===== src/rtl/prod_accum.sv =====
// rtl/prod_accum.sv - block multiply-accumulate with saturating signed accumulator and result handshake
module prod_accum #(
  parameter int ACC_W = 20,
  parameter int LEN_W = 5
) (
  input  logic             clock,
  input  logic             rst,
  input  logic             start,
  input  logic [LEN_W-1:0] len,
  input  logic [15:0]      p_in,
  input  logic             in_valid,
  output logic             in_ready,
  output logic [ACC_W-1:0] acc_out,
  output logic             sat,
  output logic             out_valid,
  input  logic             out_ready,
  output logic             busy
);

  typedef enum logic [1:0] {
    IDLE = 2'd0,
    ACC  = 2'd1,
    DONE = 2'd2
  } state_t;

  localparam logic [ACC_W-1:0] ACC_MAX = {1'b0, {(ACC_W-1){1'b1}}};
  localparam logic [ACC_W-1:0] ACC_MIN = {1'b1, {(ACC_W-1){1'b0}}};

  state_t           state_q;
  logic [LEN_W-1:0] cnt_q;
  logic [LEN_W-1:0] cnt_d;
  logic [ACC_W-1:0] acc_q;
  logic [ACC_W-1:0] acc_d;
  logic             sat_q;
  logic             in_ready_q;
  logic             out_valid_q;
  logic             busy_q;

  logic [ACC_W:0]   p_ext;
  logic [ACC_W:0]   sum_w;
  logic             ovf;
  logic             xfer;

  // One guard bit: the two top bits disagree exactly when the true sum left the ACC_W range.
  always_comb begin
    p_ext = {{(ACC_W+1-16){p_in[15]}}, p_in};
    sum_w = {acc_q[ACC_W-1], acc_q} + p_ext;
    ovf   = sum_w[ACC_W] ^ sum_w[ACC_W-1];
    acc_d = sum_w[ACC_W-1:0];
    if (ovf) begin
      acc_d = sum_w[ACC_W] ? ACC_MIN : ACC_MAX;
    end
    cnt_d = cnt_q - LEN_W'(1);
    xfer  = in_valid && in_ready_q;
  end

  always_ff @(posedge clock) begin
    if (rst) begin
      state_q     <= IDLE;
      cnt_q       <= '0;
      acc_q       <= '0;
      sat_q       <= 1'b0;
      in_ready_q  <= 1'b0;
      out_valid_q <= 1'b0;
      busy_q      <= 1'b0;
    end else begin
      case (state_q)
        IDLE: begin
          if (start) begin
            cnt_q  <= len;
            acc_q  <= '0;
            sat_q  <= 1'b0;
            busy_q <= 1'b1;
            if (len == '0) begin
              state_q     <= DONE;
              out_valid_q <= 1'b1;
            end else begin
              state_q    <= ACC;
              in_ready_q <= 1'b1;
            end
          end
        end
        ACC: begin
          if (xfer) begin
            acc_q <= acc_d;
            sat_q <= sat_q | ovf;
            cnt_q <= cnt_d;
            if (cnt_q == LEN_W'(1)) begin
              state_q     <= DONE;
              in_ready_q  <= 1'b0;
              out_valid_q <= 1'b1;
            end
          end
        end
        DONE: begin
          if (out_ready) begin
            state_q     <= IDLE;
            out_valid_q <= 1'b0;
            busy_q      <= 1'b0;
          end
        end
        default: begin
          state_q     <= IDLE;
          in_ready_q  <= 1'b0;
          out_valid_q <= 1'b0;
          busy_q      <= 1'b0;
        end
      endcase
    end
  end

  assign in_ready  = in_ready_q;
  assign out_valid = out_valid_q;
  assign busy      = busy_q;
  assign acc_out   = acc_q;
  assign sat       = sat_q;

endmodule


===== config.mk =====
export PLATFORM = sky130hd
export DESIGN_NAME = prod_accum
export DESIGN_NICKNAME = d
export VERILOG_FILES = /design/src/rtl/prod_accum.sv
export SDC_FILE = /design/constraint.sdc
export NUM_CORES = 1
export LEC_CHECK = 0
export ABC_AREA = 1
export BUFFER_PORTS_ARGS = -buffer_cell sky130_fd_sc_hd__buf_2
export CAP_MARGIN = 30
export CORE_MARGIN = 5
export CORE_UTILIZATION = 54
export DETAILED_ROUTE_END_ITERATION = 10
export PLACE_DENSITY = 0.78
export SETUP_SLACK_MARGIN = 0.2
export SYNTH_ARGS = -nofsm -noshare
export SYNTH_HDL_FRONTEND = slang
export SYNTH_SLANG_ARGS = --single-unit

===== constraint.sdc =====
create_clock -name clock -period 2.7 [get_ports clock]
set_clock_uncertainty 0.1 [all_clocks]
set_input_delay 0 -clock clock [delete_from_list [all_inputs] [get_ports clock]]
set_output_delay 0 -clock clock [all_outputs]
set_load 0.005 [all_outputs]

==> results.md, run 1 <==
* Vias in the first global route at 2816
* CTS sink cnt at 31
* Routed metal-1 wirelength at 3450 um
* TritonCTS clock tree: done
* Xor-xnor portion of the synthesized cell area at 0.0320
* WP data arrival at 2.45 ns
* Wire length on met2 at 3480 um
* Routed wire length at 7440 um
* CTS max path bufs at 2
* Synth Warn # at 0
* Clk Latency, worst-skew pair at 0.29 ns
* Rows at 25
* Final setup viols at 0
* Worst Hold Path Cells at 5
* Crit path max fanout at 17
* Lkg Pwr at 1.69 nW
* Final Util at 0.676
* Top_reg_cell synth: dfxtp_1
* Crit-path max cell delay at 0.37 ns
* Critical path's most frequent cell: nand2_1
* DIE HEIGHT at 81.2 um
* Antenna violations before repair at 0
* First-pass GRT wire length at 12400 um
* Post-Synth Simple-Gate Area at 0.420
* Filler Cells Inserted at 478
* F_max at 430 MHz
* Fin cells at 572
* FFs w/ async S/R, synth at 0
* Uppermost layer routed: met4
* Slew Limit Fails at 0
* Vias per inst at 5.35
* WL/cell at 13.0 um
* Initial cell density of the core at 0.568
* CP cell instances: ha_2 -> fa_2 -> nand2_1 -> nand2_1 -> o21ai_2 -> inv_1 -> nand2_1 -> nand3_1 -> nand2_1 -> nand2_2 -> a21boi_4 -> buf_12 -> nand2_1 -> a21oi_1
* Die area at 6590 um^2
* Setup TNS at 0 ns
* Hold WS at 0.0145 ns
* DRT iter0 DRCs at 228
* HPWL after DPL at 5830 um
* Hold Path End: cnt_q[2]
* Vias at 3059
* Leading area contributor after synthesis: nand2_1
* Post-synthesis area per instance at 6.12 um^2
* Antenna viol nets, final at 0
* Max cap viols at 0
* DIE WIDTH at 81.2 um
* Yosys cell types at 31
* Worst hold path type: in2reg
* DRC violations left at 0
* Slew HR at 0.648
* Final period utilization at 0.862
* Syn nets at 496
* RR Startpoint: acc_out[0]
* PwrDens at 408 nW/um^2
* Compound-gate portion of the synthesized area at 0.128
* HP Start: len[2]
* Critical Path RT at 2.82 ns
* # H-tree levels at 2
* FF+latch area at 621 um^2
* Place WS at 0.190 ns
* Worst Reg-to-Reg Cells at 14
* Final RePlAce weighted congestion at 0.973
* Commonest non-fill, non-tap cells in the layout: 166 x nand2_1, 49 x buf_2, 41 x inv_1, 38 x a21oi_1, 38 x nand3_1
* Multi-input gate area at 1910 um^2
* Layout cells sized above 1 at 0.166
* IO Pins at 50
* Largest family of logic cells by synthesized area: simple AND/OR/NAND/NOR gates
* CTS root buffer: clkbuf_8
* # port buffers at 49
* Gr ovfl total at 0
* Worst setup EP type: flip-flop
* Total track usage at 0.236
* Minimum clock period at 2.33 ns
* Outcome: finished, final reports clean
* Maximum vdd drop at 0.266 mV
* Post-synthesis register bit count at 31
* Largest net degree at the start of global routing at 28
* Synth area leaders: nand2_1 23%, dfxtp_1 23%, ha_1 10%
* Area share of the largest cell type after synthesis at 0.231
* Worst setup path class: reg2reg
* R2R Setup Slk at 0.37 ns
* Nets at 553
* Post-Synthesis Cells at 447
* Clk slew on worst S/H paths at 0.07 ns
* Worst setup SP type: flip-flop
* CTS Buf Count at 5
* Reg2reg end: acc_out[14]
* Post-synth EDFFs at 0
* DR pass1 iterations at 4
* Final number of hold-violating endpoints at 0
* Post-synthesis cell area at 2730 um^2
* DP Cell Count at 559
* Post-synthesis sequential area ratio at 0.227
* DR WL met3 at 378 um
* Area delta synth->final at 19.1%
* N_diodes at 0
* Most common cell after layout, fill and taps aside: nand2_1
* Setup ws final at 0.374 ns
* Multiplexer share of the synthesized area at 0
* Slew @ Worst Pin at 0.528 ns
* Critical Path Slowest Stage Cell: fa_2
* Synthesized-area fraction occupied by adder cells at 0.108
* RSZ-0062 raised after global routing: no
* Core Area at 4820 um^2
==> cells by family after synthesis <==
group,after synthesis
compound gates,62
xor+xnor,10
fa+ha+maj,23
buf+inv,53
flops,31
simple gates,268
==> synth_stat cells, types with 2 or more instances <==
cell type	number
a211oi_1	2
a21oi_1	40
a31oi_1	2
buf_2	5
buf_4	5
dfxtp_1	31
ha_1	22
inv_1	41
nand2_1	168
nand2_2	2
nand3_1	38
nand3b_1	6
nand4_1	8
nor2_1	33
nor2_2	2
nor3_1	6
o211ai_1	2
o21ai_0	10
o21bai_1	4
xnor2_1	9
==> layout make-up <==
type | instances | share of cell area
sequential | 31 | 0.191
inverter | 42 | 0.0484
clock inverter | 2 | 0.0108
timing repair buffer | 61 | 0.113
tap | 67 | 0.0257
clock buffer | 6 | 0.0254
multi-input combinational | 363 | 0.586
==> worst max-delay path: cells and delay by family, from the launching register on <==
kind | cells | cell delay [ns]
AO/OA/AOI/OAI | 3 | 0.40
buffers and inverters | 2 | 0.24
adder cells (fa/ha/maj) | 2 | 0.57
flip-flops | 1 | 0.33
AND/OR/NAND/NOR | 7 | 0.61
==> registers in the layout, summed over array words and instances, names as in the netlist <==
signal and flops:
sat 1, state_q 2, in_ready 1, acc_out 20, cnt_q 5, busy 1, out_valid 1
==> power breakdown <==
part / internal (mW) / switching [mW]
clock: 0.299 / 0.190
combinational: 0.134 / 0.206
sequential: 0.481 / 0.0189
total: 0.914 / 0.415
==> through the flow <==
stage / power, mW / area [um^2]
floorplan: 0.741 / 2730
global placement: 0.825 / 3050
detailed placement: 0.835 / 3060
CTS: 1.33 / 3220
global route: 1.41 / 3260
finish: 1.33 / 3260
==> per-layer routing <==
layer	GRT usage	up-vias
met5	0	-
met4	0.0726	0
met3	0.0310	13
met2	0.415	81
met1	0.299	1387
li1	-	1578
==> timing repair <==
item                                   4_1_cts  5_1_grt
setup buffers                                0        1
hold buffers                                 4        0
setup endpoints to repair                   17       20
pin swaps                                    0        1
endpoints found under the hold margin        4        0
resized for setup                            3       10
==> worst max path at each step <==
stage               cells after the start  slack, ns          end  startpoint
floorplan                              14       0.39   acc_out[4]  acc_out[0]
global placement                       15       0.30  acc_out[11]  acc_out[0]
detailed placement                     15       0.19   acc_out[8]  acc_out[0]
CTS                                    14       0.21  acc_out[14]  acc_out[0]
global route                           14       0.21  acc_out[12]  acc_out[0]
finish                                 14       0.37  acc_out[14]  acc_out[0]
Note: power is estimated with default switching activity, not from simulation.
==> run 2, diff against run 1 <==
--- a/config.mk
+++ b/config.mk
@@ -6,12 +6,12 @@
 export NUM_CORES = 1
 export LEC_CHECK = 0
 export ABC_AREA = 1
-export BUFFER_PORTS_ARGS = -buffer_cell sky130_fd_sc_hd__buf_2
 export CAP_MARGIN = 30
 export CORE_MARGIN = 5
 export CORE_UTILIZATION = 54
 export DETAILED_ROUTE_END_ITERATION = 10
-export PLACE_DENSITY = 0.78
+export DONT_BUFFER_PORTS = 1
+export PLACE_DENSITY = 0.69
 export SETUP_SLACK_MARGIN = 0.2
 export SYNTH_ARGS = -nofsm -noshare
 export SYNTH_HDL_FRONTEND = slang
==> results.md, run 2 (synthesis results as in run 1) <==
* Outcome: finished with violations (was finished, final reports clean)
* IO Pins at 50 (unchanged)
* Lkg Pwr at 1.52 nW (was 1.69 nW)
* DIE HEIGHT at 81.2 um (unchanged)
* # port buffers at 0 (was 49)
* Buffers & Inverters on Critical Path at 4 (was 2)
* Minimum clock period at 2.33 ns (about the same)
* Crit path max fanout at 12 (was 17)
* Place WS at 0.155 ns (was 0.190 ns)
* CTS max path bufs at 2 (unchanged)
* Layout cells sized above 1 at 0.141 (was 0.166)
* Delay-heaviest family, CP: buffers and inverters (was simple AND/OR/NAND/NOR gates)
* Clk slew on worst S/H paths at 0.07 ns (about the same)
* Slew HR at 0.719 (was 0.648)
* Vias at 2958 (was 3059)
* F_max at 429 MHz (was 430 MHz)
* CP cell instances: inv_1 -> nor2_4 -> clkinvlp_4 -> nor2_2 -> nor2_1 -> buf_4 -> o21ai_0 -> a21oi_1 -> dlygate4sd3_1 (was ha_2 -> fa_2 -> nand2_1 -> nand2_1 -> o21ai_2 -> inv_1 -> nand2_1 -> nand3_1 -> nand2_1 -> nand2_2 -> a21boi_4 -> buf_12 -> nand2_1 -> a21oi_1)
* Area delta synth->final at 18.3% (was 19.1%)
* Slew @ Worst Pin at 0.420 ns (was 0.528 ns)
* PwrDens at 393 nW/um^2 (was 408 nW/um^2)
* Filler Cells Inserted at 469 (was 478)
* Largest net degree at the start of global routing at 28 (unchanged)
* Rows at 25 (unchanged)
* Antenna violations before repair at 0 (unchanged)
* Total track usage at 0.249 (was 0.236)
* CTS sink cnt at 31 (unchanged)
* Final setup viols at 0 (unchanged)
* WP data arrival at 2.41 ns (was 2.45 ns)
* DR pass1 iterations at 6 (was 4)
* CTS root buffer: clkbuf_8 (unchanged)
* Clk Latency, worst-skew pair at 0.29 ns (about the same)
* Initial cell density of the core at 0.568 (unchanged)
* Final period utilization at 0.863 (was 0.862)
* Final RePlAce weighted congestion at 0.922 (was 0.973)
* Vias in the first global route at 2727 (was 2816)
* Worst hold path type: in2reg (unchanged)
* Crit-path max cell delay at 0.55 ns (was 0.37 ns)
* Critical Path RT at 2.78 ns (was 2.82 ns)
* Critical Path Slowest Stage Cell: dlygate4sd3_1 (was fa_2)
* RSZ-0062 raised after global routing: yes (was no)
* Hold WS at -0.332 ns (was 0.0145 ns)
* Vias per inst at 5.53 (was 5.35)
* DRC violations left at 0 (unchanged)
* N_diodes at 0 (unchanged)
* Worst setup EP type: flip-flop (unchanged)
* Worst setup path class: reg2reg (unchanged)
* Gr ovfl total at 0 (unchanged)
* TritonCTS clock tree: done (unchanged)
* HPWL after DPL at 5760 um (was 5830 um)
* CTS Buf Count at 5 (unchanged)
* Nets at 516 (was 553)
* Most common cell after layout, fill and taps aside: nand2_1 (unchanged)
* Max reg flops at 20 (unchanged)
* Commonest non-fill, non-tap cells in the layout: 160 x nand2_1, 40 x inv_1, 38 x nand3_1, 31 x a21oi_1, 29 x dfxtp_1 (was 166 x nand2_1, 49 x buf_2, 41 x inv_1, 38 x a21oi_1, 38 x nand3_1)
* Failing checks: hold timing
* Slew Limit Fails at 0 (unchanged)
* Worst setup SP type: flip-flop (unchanged)
* First-pass GRT wire length at 12800 um (was 12400 um)
* Core Area at 4820 um^2 (unchanged)
* Routed wire length at 7780 um (was 7440 um)
* WL/cell at 14.5 um (was 13.0 um)
* # H-tree levels at 2 (unchanged)
* Max cap viols at 0 (unchanged)
* Die area at 6590 um^2 (unchanged)
* Maximum vdd drop at 0.358 mV (was 0.266 mV)
* Setup TNS at 0 ns (unchanged)
* DIE WIDTH at 81.2 um (unchanged)
* DRT iter0 DRCs at 191 (was 228)
* Final number of hold-violating endpoints at 20 (was 0)
* Setup ws final at 0.371 ns (was 0.374 ns)
* Antenna viol nets, final at 0 (unchanged)
==> run 2: cell count changes in the layout (fill, tap and decap cells not counted), sizes merged <==
cell,delta
buf,-46
dlygate4sd3,+9
clkinv,-2
clkinvlp,+2
bufinv,-1
clkbuf,+1
==> run 2: power by group <==
group	switching [mW]	leakage, nW	internal [mW]	total, mW
logic	0.197	1.21	0.144	0.341
clock network	0.195	0.0505	0.232	0.427
registers	0.0220	0.253	0.481	0.503
total	0.414	1.52	0.857	1.27
==> run 2: final cells by class <==
| type | count | area [um^2] | area share |
|---|---|---|---|
| clock buffers | 7 | 96.3 | 0.0298 |
| repair buffers | 24 | 240 | 0.0743 |
| well taps | 67 | 83.8 | 0.0259 |
| clock inverters | 1 | 7.51 | 0.00232 |
| multi-input cells | 363 | 2020 | 0.625 |
| inverters | 42 | 161 | 0.0499 |
| flip-flops and latches | 31 | 623 | 0.193 |
==> run 2: layer usage <==
layer,wire length [um],vias up,share of wire,track usage
met5,0,-,0,0
met4,116,0,0.015,0.0726
met3,596,12,0.077,0.0565
met2,3600,117,0.46,0.396
met1,3470,1334,0.45,0.336
li1,-,1495,-,-
==> run 2: stage by stage <==
| step | total power, mW | util | cell area, um^2 | hold slack [ns] | instances |
|---|---|---|---|---|---|
| global route | 1.36 | 0.671 | 3230 | -0.343 | 535 |
| floorplan | 0.741 | - | 2730 | -0.000627 | 447 |
| CTS | 1.25 | 0.636 | 3060 | -0.337 | 532 |
| global placement | 0.794 | 0.583 | 2810 | -0.0269 | 510 |
| detailed placement | 0.799 | 0.585 | 2820 | -0.0250 | 511 |
| finish | 1.27 | 0.671 | 3230 | -0.332 | 535 |
==> run 2: worst register-to-register path: cells and delay by family (launching register included) <==
kind | cells | cell delay, ns
buf+inv | 4 | 1.02
simple gates | 3 | 0.50
compound gates | 2 | 0.23
flops | 1 | 0.37
==> run 2: path summary, 6_finish.rpt <==
path               from         end  slack (ns)  cells past startpoint
max          state_q[0]    cnt_q[2]        0.37                      9
min                 rst  acc_out[5]       -0.33                      1
min reg2reg  acc_out[0]  acc_out[0]        0.38                      2
max reg2reg  state_q[0]    cnt_q[2]        0.37                      9
==> run 2: what timing repair did <==
action,in CTS,in global routing
endpoints found under the hold margin,31,21
gates resized for setup,4,40
endpoints found under the setup margin,10,22
gates cloned,0,1
hold buffers,12,1
pin swaps,1,1
buffers inserted,1,1
==> run 3, diff against run 2 <==
--- a/config.mk
+++ b/config.mk
@@ -11,7 +11,7 @@
 export CORE_UTILIZATION = 54
 export DETAILED_ROUTE_END_ITERATION = 10
 export DONT_BUFFER_PORTS = 1
-export PLACE_DENSITY = 0.69
+export PLACE_DENSITY = 0.72
 export SETUP_SLACK_MARGIN = 0.2
 export SYNTH_ARGS = -nofsm -noshare
 export SYNTH_HDL_FRONTEND = slang
==> constraint.sdc (replaced) <==
create_clock -name clock -period 1.9 [get_ports clock]
set_clock_uncertainty 0.1 [all_clocks]
set_input_delay 0 -clock clock [delete_from_list [all_inputs] [get_ports clock]]
set_output_delay 0 -clock clock [all_outputs]
set_load 0.005 [all_outputs]
==> results.md, run 3 (synthesis results as in run 1) <==
* Core Area at 4820 um^2 (unchanged)
* PwrDens at 477 nW/um^2 (was 393 nW/um^2)
* Fin cells at 617 (was 535)
* Slew HR at 0.719 (about the same)
* Slew Limit Fails at 0 (unchanged)
* Critical Path Slowest Stage Cell: dfxtp_1 (was dlygate4sd3_1)
* Antenna violations before repair at 0 (unchanged)
* Vias per inst at 5.81 (was 5.53)
* Final period utilization at 1.26 (was 0.863)
* Final RePlAce weighted congestion at 0.926 (was 0.922)
* DRC violations left at 0 (unchanged)
* Commonest non-fill, non-tap cells in the layout: 152 x nand2_1, 89 x buf_4, 39 x inv_1, 34 x nand3_1, 25 x nor2_1 (was 160 x nand2_1, 40 x inv_1, 38 x nand3_1, 31 x a21oi_1, 29 x dfxtp_1)
* Clk Latency, worst-skew pair at 0.30 ns (was 0.29 ns)
* # H-tree levels at 2 (unchanged)
* Area delta synth->final at 52.1% (was 18.3%)
* HPWL after DPL at 6540 um (was 5760 um)
* Buffers & Inverters on Critical Path at 1 (was 4)
* Initial cell density of the core at 0.568 (unchanged)
* Delay-heaviest family, CP: compound AO/OA/AOI/OAI gates (was buffers and inverters)
* WL/cell at 16.9 um (was 14.5 um)
* Worst setup path class: reg2reg (unchanged)
* Die area at 6590 um^2 (unchanged)
* Worst hold path type: in2reg (unchanged)
* RSZ-0062 raised after global routing: yes (unchanged)
* Clk slew on worst S/H paths at 0.08 ns (was 0.07 ns)
* Final Util at 0.863 (was 0.671)
* Antenna viol nets, final at 0 (unchanged)
* Final number of hold-violating endpoints at 2 (was 20)
* CTS root buffer: clkbuf_8 (unchanged)
* WP data arrival at 2.51 ns (was 2.41 ns)
* Maximum vdd drop at 0.360 mV (was 0.358 mV)
* CTS max path bufs at 2 (unchanged)
* TritonCTS clock tree: done (unchanged)
* F_max at 418 MHz (was 429 MHz)
* Worst setup SP type: flip-flop (unchanged)
* DIE WIDTH at 81.2 um (unchanged)
* Largest net degree at the start of global routing at 28 (unchanged)
* DIE HEIGHT at 81.2 um (unchanged)
* Critical Path RT at 2.02 ns (was 2.78 ns)
* Critical path's most frequent cell: nand2_1
* Lkg Pwr at 1.97 nW (was 1.52 nW)
* CTS Buf Count at 5 (unchanged)
* Failing checks: hold timing, setup timing (was hold timing)
* Fin area at 4160 um^2 (was 3230 um^2)
* Place WS at -0.337 ns (was 0.155 ns)
* Crit-path max cell delay at 0.39 ns (was 0.55 ns)
* Minimum clock period at 2.39 ns (was 2.33 ns)
* Filler Cells Inserted at 280 (was 469)
* Layout cells sized above 1 at 0.351 (was 0.141)
* Max cap viols at 0 (unchanged)
* N_diodes at 0 (unchanged)
* Vias in the first global route at 3287 (was 2727)
* First-pass GRT wire length at 14900 um (was 12800 um)
* Hold WS at -0.00591 ns (was -0.332 ns)
* # port buffers at 0 (unchanged)
* CP cell instances: ha_4 -> a21oi_1 -> nand2_1 -> a21oi_2 -> nand3_2 -> nand2_1 -> nand2_2 -> a21boi_4 -> buf_4 -> nand2_1 -> a21oi_1 (was inv_1 -> nor2_4 -> clkinvlp_4 -> nor2_2 -> nor2_1 -> buf_4 -> o21ai_0 -> a21oi_1 -> dlygate4sd3_1)
* Setup ws final at -0.490 ns (was 0.371 ns)
* DP Cell Count at 593 (was 511)
* Gr ovfl total at 0 (unchanged)
* CTS sink cnt at 31 (unchanged)
* IO Pins at 50 (unchanged)
* Outcome: finished with violations (unchanged)
* Worst setup EP type: flip-flop (unchanged)
* Nets at 598 (was 516)
* DRT iter0 DRCs at 410 (was 191)
* Placed cell area at 3460 um^2 (was 2820 um^2)
* Routed wire length at 10400 um (was 7780 um)
* Most common cell after layout, fill and taps aside: nand2_1 (unchanged)
* Final setup viols at 21 (was 0)
* Rows at 25 (unchanged)
* Vias at 3584 (was 2958)
* Total track usage at 0.291 (was 0.249)
* DR pass1 iterations at 5 (was 6)
* Max reg flops at 20 (unchanged)
* Crit path max fanout at 5 (was 12)
* Slew @ Worst Pin at 0.420 ns (about the same)
-- run 3: path summary, 6_finish.rpt --
| check | from | end | slack, ns | depth (start not counted) |
|---|---|---|---|---|
| worst max-delay path | acc_out[15] | acc_out[3] | -0.49 | 11 |
| worst min-delay path | len[2] | state_q[0] | -0.006 | 4 |
| worst max register to register | acc_out[15] | acc_out[3] | -0.49 | 11 |
| worst min register to register | busy | busy | 0.39 | 2 |
-- run 3: area by class of cell --
class	count	area [um^2]	area share
Sequential cell	31	631	0.152
Multi-Input combinational cell	363	2310	0.555
Inverter	42	158	0.0379
Timing Repair Buffer	106	873	0.210
Tap cell	67	83.8	0.0202
Clock inverter	1	7.51	0.00181
Clock buffer	7	96.3	0.0232
-- run 3: report_power, final --
| group | total, mW | switching, mW | internal, mW |
|---|---|---|---|
| combinational | 0.651 | 0.354 | 0.297 |
| sequential | 0.716 | 0.0323 | 0.684 |
| clock | 0.618 | 0.288 | 0.330 |
-- run 3: routing by layer --
metal | share of wire | routed length, um | vias to the layer above | track usage
met3 | 0.092 | 963 | 60 | 0.0499
met5 | 0 | 0 | - | 0
met1 | 0.38 | 3960 | 1628 | 0.368
met2 | 0.48 | 4970 | 235 | 0.481
met4 | 0.051 | 537 | 0 | 0.137
li1 | - | - | 1661 | -
-- run 3: through the flow --
| stage | total power [mW] | setup TNS (ns) |
|---|---|---|
| 2_1_floorplan | 1.06 | -3.84 |
| 3_3_place_gp | 1.22 | -5.68 |
| 3_5_place_dp | 1.23 | -6.45 |
| 4_1_cts | 1.88 | -4.90 |
| 5_1_grt | 2.08 | -11.72 |
| 6_report | 1.98 | -8.76 |
-- run 3: repair_timing --
action | in CTS | in global routing
hold endpoints to repair | 31 | 26
buffers inserted | 4 | 0
endpoints found under the setup margin | 26 | 28
gates cloned | 0 | 1
hold buffers | 5 | 6
pin swaps | 5 | 10
resized for setup | 35 | 53
-- run 3: worst reg2reg max path, stage by stage (launching register included) --
cell      delay (ns)
dfxtp_1         0.39
ha_4            0.24
a21oi_1         0.23
nand2_1         0.13
a21oi_2         0.22
nand3_2         0.13
nand2_1         0.12
nand2_2         0.11
a21boi_4        0.25
buf_4           0.17
nand2_1         0.07
a21oi_1         0.16
